==> src/rtl/memtrace_pkg.sv <==
// Shared types and widths for the memory-trace lane sequencer.
// Field widths track the trace-source widths so captured beats stay consistent.
package memtrace_pkg;

  localparam int MT_ADDR_W = 64;
  localparam int MT_DATA_W = 64;
  localparam int MT_MASK_W = 8;

  typedef enum logic [1:0] {
    IDLE,
    DRAIN,
    DONE
  } mt_state_e;

  typedef struct packed {
    logic [MT_ADDR_W-1:0] address;
    logic                 is_store;
    logic [MT_MASK_W-1:0] store_mask;
    logic [MT_DATA_W-1:0] data;
  } mt_lane_req_t;

endpackage

==> src/rtl/memtrace_lane_sequencer_prio.sv <==
// Lowest-set-bit encoder: index, one-hot and any-set flag of a request vector.
module lane_prio_enc #(
  parameter int N = 4,
  parameter int W = 2
) (
  input  logic [N-1:0] req,
  output logic [W-1:0] idx,
  output logic [N-1:0] onehot,
  output logic         any
);

  // Scan downward so the lowest set bit wins the final assignment.
  always_comb begin
    idx = '0;
    for (int i = N - 1; i >= 0; i--) begin
      if (req[i]) idx = W'(i);
    end
  end

  assign onehot = req & (~req + N'(1));
  assign any    = |req;

endmodule

==> src/rtl/memtrace_lane_sequencer.sv <==
// Captures one multi-lane trace beat and issues its active lanes in ascending
// order over a single valid/ready request port, then reports end-of-trace.
module memtrace_lane_sequencer
  import memtrace_pkg::*;
#(
  parameter int NUM_LANES = 4,
  parameter int ADDR_W    = MT_ADDR_W,
  parameter int DATA_W    = MT_DATA_W,
  parameter int MASK_W    = MT_MASK_W
) (
  input  logic                                          clock,
  input  logic                                          reset,
  output logic                                          in_ready,
  input  logic [NUM_LANES-1:0]                          in_valid,
  input  logic [NUM_LANES*ADDR_W-1:0]                   in_address,
  input  logic [NUM_LANES-1:0]                          in_is_store,
  input  logic [NUM_LANES*MASK_W-1:0]                   in_store_mask,
  input  logic [NUM_LANES*DATA_W-1:0]                   in_data,
  input  logic                                          in_finished,
  output logic                                          out_valid,
  input  logic                                          out_ready,
  output logic [((NUM_LANES > 1) ? $clog2(NUM_LANES) : 1)-1:0] out_lane,
  output logic [ADDR_W-1:0]                             out_address,
  output logic                                          out_is_store,
  output logic [MASK_W-1:0]                             out_store_mask,
  output logic [DATA_W-1:0]                             out_data,
  output logic                                          done,
  output logic [31:0]                                   issued_count
);

  localparam int LANE_W = (NUM_LANES > 1) ? $clog2(NUM_LANES) : 1;

  mt_state_e            state_q, state_d;
  logic [NUM_LANES-1:0] pending_q, pending_d;
  logic                 finPend_q, finPend_d;
  logic [31:0]          count_q, count_d;
  mt_lane_req_t         beat_q [NUM_LANES];
  mt_lane_req_t         laneIn [NUM_LANES];
  mt_lane_req_t         selEntry;
  logic                 accept;
  logic [LANE_W-1:0]    sel;
  logic [NUM_LANES-1:0] selOnehot;
  logic                 selAny;
  logic                 lastLane;

  lane_prio_enc #(
    .N(NUM_LANES),
    .W(LANE_W)
  ) uPrio (
    .req   (pending_q),
    .idx   (sel),
    .onehot(selOnehot),
    .any   (selAny)
  );

  assign lastLane = ~|(pending_q & ~selOnehot);
  assign selEntry = beat_q[sel];

  always_comb begin
    for (int g = 0; g < NUM_LANES; g++) begin
      laneIn[g].address    = MT_ADDR_W'(in_address[g*ADDR_W +: ADDR_W]);
      laneIn[g].is_store   = in_is_store[g];
      laneIn[g].store_mask = MT_MASK_W'(in_store_mask[g*MASK_W +: MASK_W]);
      laneIn[g].data       = MT_DATA_W'(in_data[g*DATA_W +: DATA_W]);
    end
  end

  // A beat is taken whole in IDLE; DRAIN retires one lane per handshake.
  always_comb begin
    state_d   = state_q;
    pending_d = pending_q;
    finPend_d = finPend_q;
    count_d   = count_q;
    accept    = 1'b0;
    case (state_q)
      IDLE: begin
        if (|in_valid) begin
          accept    = 1'b1;
          pending_d = in_valid;
          finPend_d = in_finished;
          state_d   = DRAIN;
        end else if (in_finished) begin
          state_d = DONE;
        end
      end
      DRAIN: begin
        if (out_ready && selAny) begin
          pending_d = pending_q & ~selOnehot;
          count_d   = count_q + 32'd1;
          if (lastLane) state_d = finPend_q ? DONE : IDLE;
        end
      end
      DONE:    state_d = DONE;
      default: state_d = IDLE;
    endcase
  end

  always_comb begin
    in_ready       = (state_q == IDLE) && !reset;
    out_valid      = 1'b0;
    out_lane       = '0;
    out_address    = '0;
    out_is_store   = 1'b0;
    out_store_mask = '0;
    out_data       = '0;
    if (state_q == DRAIN) begin
      out_valid    = 1'b1;
      out_lane     = sel;
      out_address  = ADDR_W'(selEntry.address);
      out_is_store = selEntry.is_store;
      out_data     = DATA_W'(selEntry.data);
      if (selEntry.is_store) out_store_mask = MASK_W'(selEntry.store_mask);
    end
  end

  assign done         = (state_q == DONE);
  assign issued_count = count_q;

  always_ff @(posedge clock) begin
    if (reset) begin
      state_q   <= IDLE;
      pending_q <= '0;
      finPend_q <= 1'b0;
      count_q   <= '0;
      for (int g = 0; g < NUM_LANES; g++) beat_q[g] <= '0;
    end else begin
      state_q   <= state_d;
      pending_q <= pending_d;
      finPend_q <= finPend_d;
      count_q   <= count_d;
      if (accept) begin
        for (int g = 0; g < NUM_LANES; g++) beat_q[g] <= laneIn[g];
      end
    end
  end

endmodule

==> config.mk <==
export PLATFORM = sky130hd
export DESIGN_NAME = memtrace_lane_sequencer
export DESIGN_NICKNAME = d
export VERILOG_FILES = /design/src/rtl/memtrace_pkg.sv /design/src/rtl/memtrace_lane_sequencer_prio.sv /design/src/rtl/memtrace_lane_sequencer.sv
export SDC_FILE = /design/constraint.sdc
export NUM_CORES = 1
export LEC_CHECK = 0
export CELL_PAD_IN_SITES_DETAIL_PLACEMENT = 1
export CELL_PAD_IN_SITES_GLOBAL_PLACEMENT = 1
export CORE_AREA = 3 3 282 284
export CTS_CLUSTER_DIAMETER = 80
export DETAILED_ROUTE_END_ITERATION = 10
export DIE_AREA = 0 0 285 287
export PLACE_DENSITY = 0.82
export SYNTH_ARGS = -nofsm -noshare
export SYNTH_HDL_FRONTEND = slang
export SYNTH_SLANG_ARGS = --single-unit
==> constraint.sdc <==
create_clock -name clock -period 19.8 [get_ports clock]
set_clock_uncertainty 0.15 [all_clocks]
set_input_delay 4.95 -clock clock [delete_from_list [all_inputs] [get_ports clock]]
set_output_delay 4.95 -clock clock [all_outputs]
set_load 0.005 [all_outputs]
==> summary.txt <==
Die
  • Ports: 730
  • DIE AREA: 81,800 sq um
  • Die Width: 285 um
  • Initial Utilization: 0.3457
  • Die height: 287 um
  • Core area: 77,340 sq um
  • FP Rows: 102

Synthesis
  • Gate Count Post-Synth: 1,794
  • Fraction of registers with async set/reset: 0
  • Synth warn: 0
  • Syn Nets: 2,351
  • Post-synth EDFFs: 548
  • Cell taking the most area after synthesis: edfxtp_1
  • Synth top area share: 0.6154
  • Seq/Total Area, Yosys: 0.6446
  • Yosys reg bits: 587
  • Netlist cell types: 46
  • Post-Synthesis Cell Area: 26,740 sq um
  • Synth Flop Type: edfxtp_1
  • Syn Area/Cell: 14.90 sq um
  • Top cells by area, synth: edfxtp_1, and3_1, mux4_2, and2_1, dfxtp_1

Setup path
  • CP required: 14.70 ns
  • Worst Setup Path Type: input pin to output pin
  • Worst EP arrival: 7.34 ns
  • Max FO, Critical Path: 272
  • Startpoint types: input pin
  • Crit end category: output pin

Detailed routing
  • DR iter-0 viols: 1,356
  • DRC errors left: 0
  • Vias per inst: 5.247
  • Vias post-DR: 18,606
  • Antenna violation net count after detailed routing: 0
  • Top sig layer: met5
  • Metal2 WL: 46,030 um
  • First drt pass iteration count: 4
  • WL met3: 5894 um
  • Final WL: 88,090 um
  • M1 WL: 32,710 um
  • Wire per inst: 24.84 um

Finish
  • Post-layout util: 0.4773
  • Share of layout cells above drive strength 1: 0.1114
  • Commonest non-fill, non-tap cells in the layout: clkdlybuf4s50_1, and3_1, edfxtp_1, mux4_2, and2_1
  • Area Growth Syn to Fin: 38.04%
  • Count of non-filler cells in the finished layout: 3,546
  • Final net count: 2,979
  • Commonest non-fill, non-tap cell in the layout: clkdlybuf4s50_1
  • Fin area: 36,910 sq um

Outcome
  • Status: complete, no violations

Placed design
  • Placement Cell Area: 34,680 sq um
  • IO Port Bufs: 729
  • Placed insts: 3,392
  • DP HPWL: 58,980 um
  • Placer Congestion: 0.8538

Timing
  • Slew @ Worst Pin: 1.382 ns
  • RSZ-0062 raised after global routing: false
  • TNS Setup: 0 ns
  • Top achievable clock speed: 80.39 MHz
  • Final setup fails: 0
  • Slew margin rel.: 0.07870
  • WHS: 0.3595 ns
  • Final Cycle Share: 0.6282
  • Fin. Hold Viols: 0
  • Max Slew Vio Count: 0
  • Min Tclk post-route: 12.44 ns

Clock network
  • CTS HTree Levels: 3
  • Num CTS Buffers: 68
  • Post-CTS Setup Repair Bufs: 0
  • Num Clock Sinks: 587
  • Post-CTS Resized: 0
  • Clk Latency, worst-skew pair: 0.59 ns
  • Clk pin slew, worst setup/hold paths: 0.06 ns
  • CTS Hold Bufs: 0
  • TritonCTS clock tree: done
  • Maximum buffer depth of the clock tree: 3
  • Clock root cell: clkbuf_16

Power and ir drop
  • VDD IR max: 0.04981 mV
  • Static leakage: 15.05 nW
  • Power Density: 92.99 nW/um^2

Job
  • Max cap viols: 0

Global routing
  • Vias in the first global route: 20,131
  • GRT Residual Overflow: 0
  • Total track usage: 0.2071
  • Pin count of the biggest net entering global routing: 322
  • Antenna violations before repair: 34
  • Global-route wire length before repair: 128,300 um

Worst hold path
  • Worst min path class: register to register
## synthesized netlist by cell type, types with 4 or more instances
| cell type | number |
|---|---|
| buf_4 | 5 |
| nor4_1 | 13 |
| xnor2_1 | 5 |
| buf_2 | 19 |
| mux4_2 | 137 |
| clkbuf_1 | 147 |
| mux2_2 | 11 |
| inv_1 | 10 |
| edfxtp_1 | 548 |
| nor4_2 | 4 |
| dfxtp_1 | 39 |
| or4_1 | 13 |
| nor2b_1 | 12 |
| nand4_1 | 4 |
| nor3b_1 | 8 |
| and3_1 | 549 |
| o21ai_0 | 5 |
| o31ai_1 | 11 |
| nor3_1 | 4 |
| and2_1 | 128 |
| and4_1 | 6 |
| nand2_1 | 15 |
| a21oi_1 | 18 |
| nor2_1 | 28 |
| buf_6 | 15 |
| nand3_1 | 13 |
## power by group
group | switching (mW) | internal, mW
Sequential | 0.0528 | 1.55
Clock | 0.522 | 0.708
Combinational | 0.263 | 0.338
## logic make-up after synthesis
| kind of cell | count (synthesis) | share of synthesized area |
|---|---|---|
| compound gates | 42 | 0.01001 |
| xor+xnor | 8 | 0.002620 |
| fa+ha+maj | 1 | 0.0004678 |
| buf+inv | 197 | 0.03346 |
| flops | 587 | 0.6446 |
| mux | 150 | 0.1208 |
| simple gates | 809 | 0.1880 |
## worst max-delay path: stages
cell and delay (ns):
clkdlybuf4s50_1 0.41, buf_4 0.29, nor3_2 0.26, buf_12 0.70, clkdlybuf4s50_1 0.66
## final timing paths
kind | startpoint | slack [ns] | endpoint | cells after the start
min | finPend_q | 0.36 | finPend_q | 1
max | reset | 7.36 | in_ready | 5
max reg2reg | state_q[0] | 15.46 | beat_q[1][88] | 5
min reg2reg | finPend_q | 0.36 | finPend_q | 1
## through the flow
stage               setup WS, ns  total power [mW]
floorplan                  2.654             1.978
global placement           7.408             2.196
detailed placement         7.355             2.230
CTS                        7.351             3.471
global route               7.213             3.569
finish                     7.361             3.432
## area by class of cell
class	count	area, sq um
Sequential cell	587	17240
Multi-Input combinational cell	1010	8630
Inverter	10	47.55
Clock inverter	36	292.8
Tap cell	1040	1301
Clock buffer	89	1864
Fill cell	7744	40430
Timing Repair Buffer	745	7467
Antenna cell	29	72.57
## metal layers
layer,track usage,vias up
li1,-,8271
met1,0.2334,9493
met2,0.3646,645
met3,0.05559,181
met4,0.09954,16
met5,0,-
## sequential cells by signal (all words and copies together), names as in the netlist
signal	count
pending_q	4
state_q	2
finPend_q	1
issued_count	32
beat_q	548
Note: power is estimated with default switching activity, not from simulation.
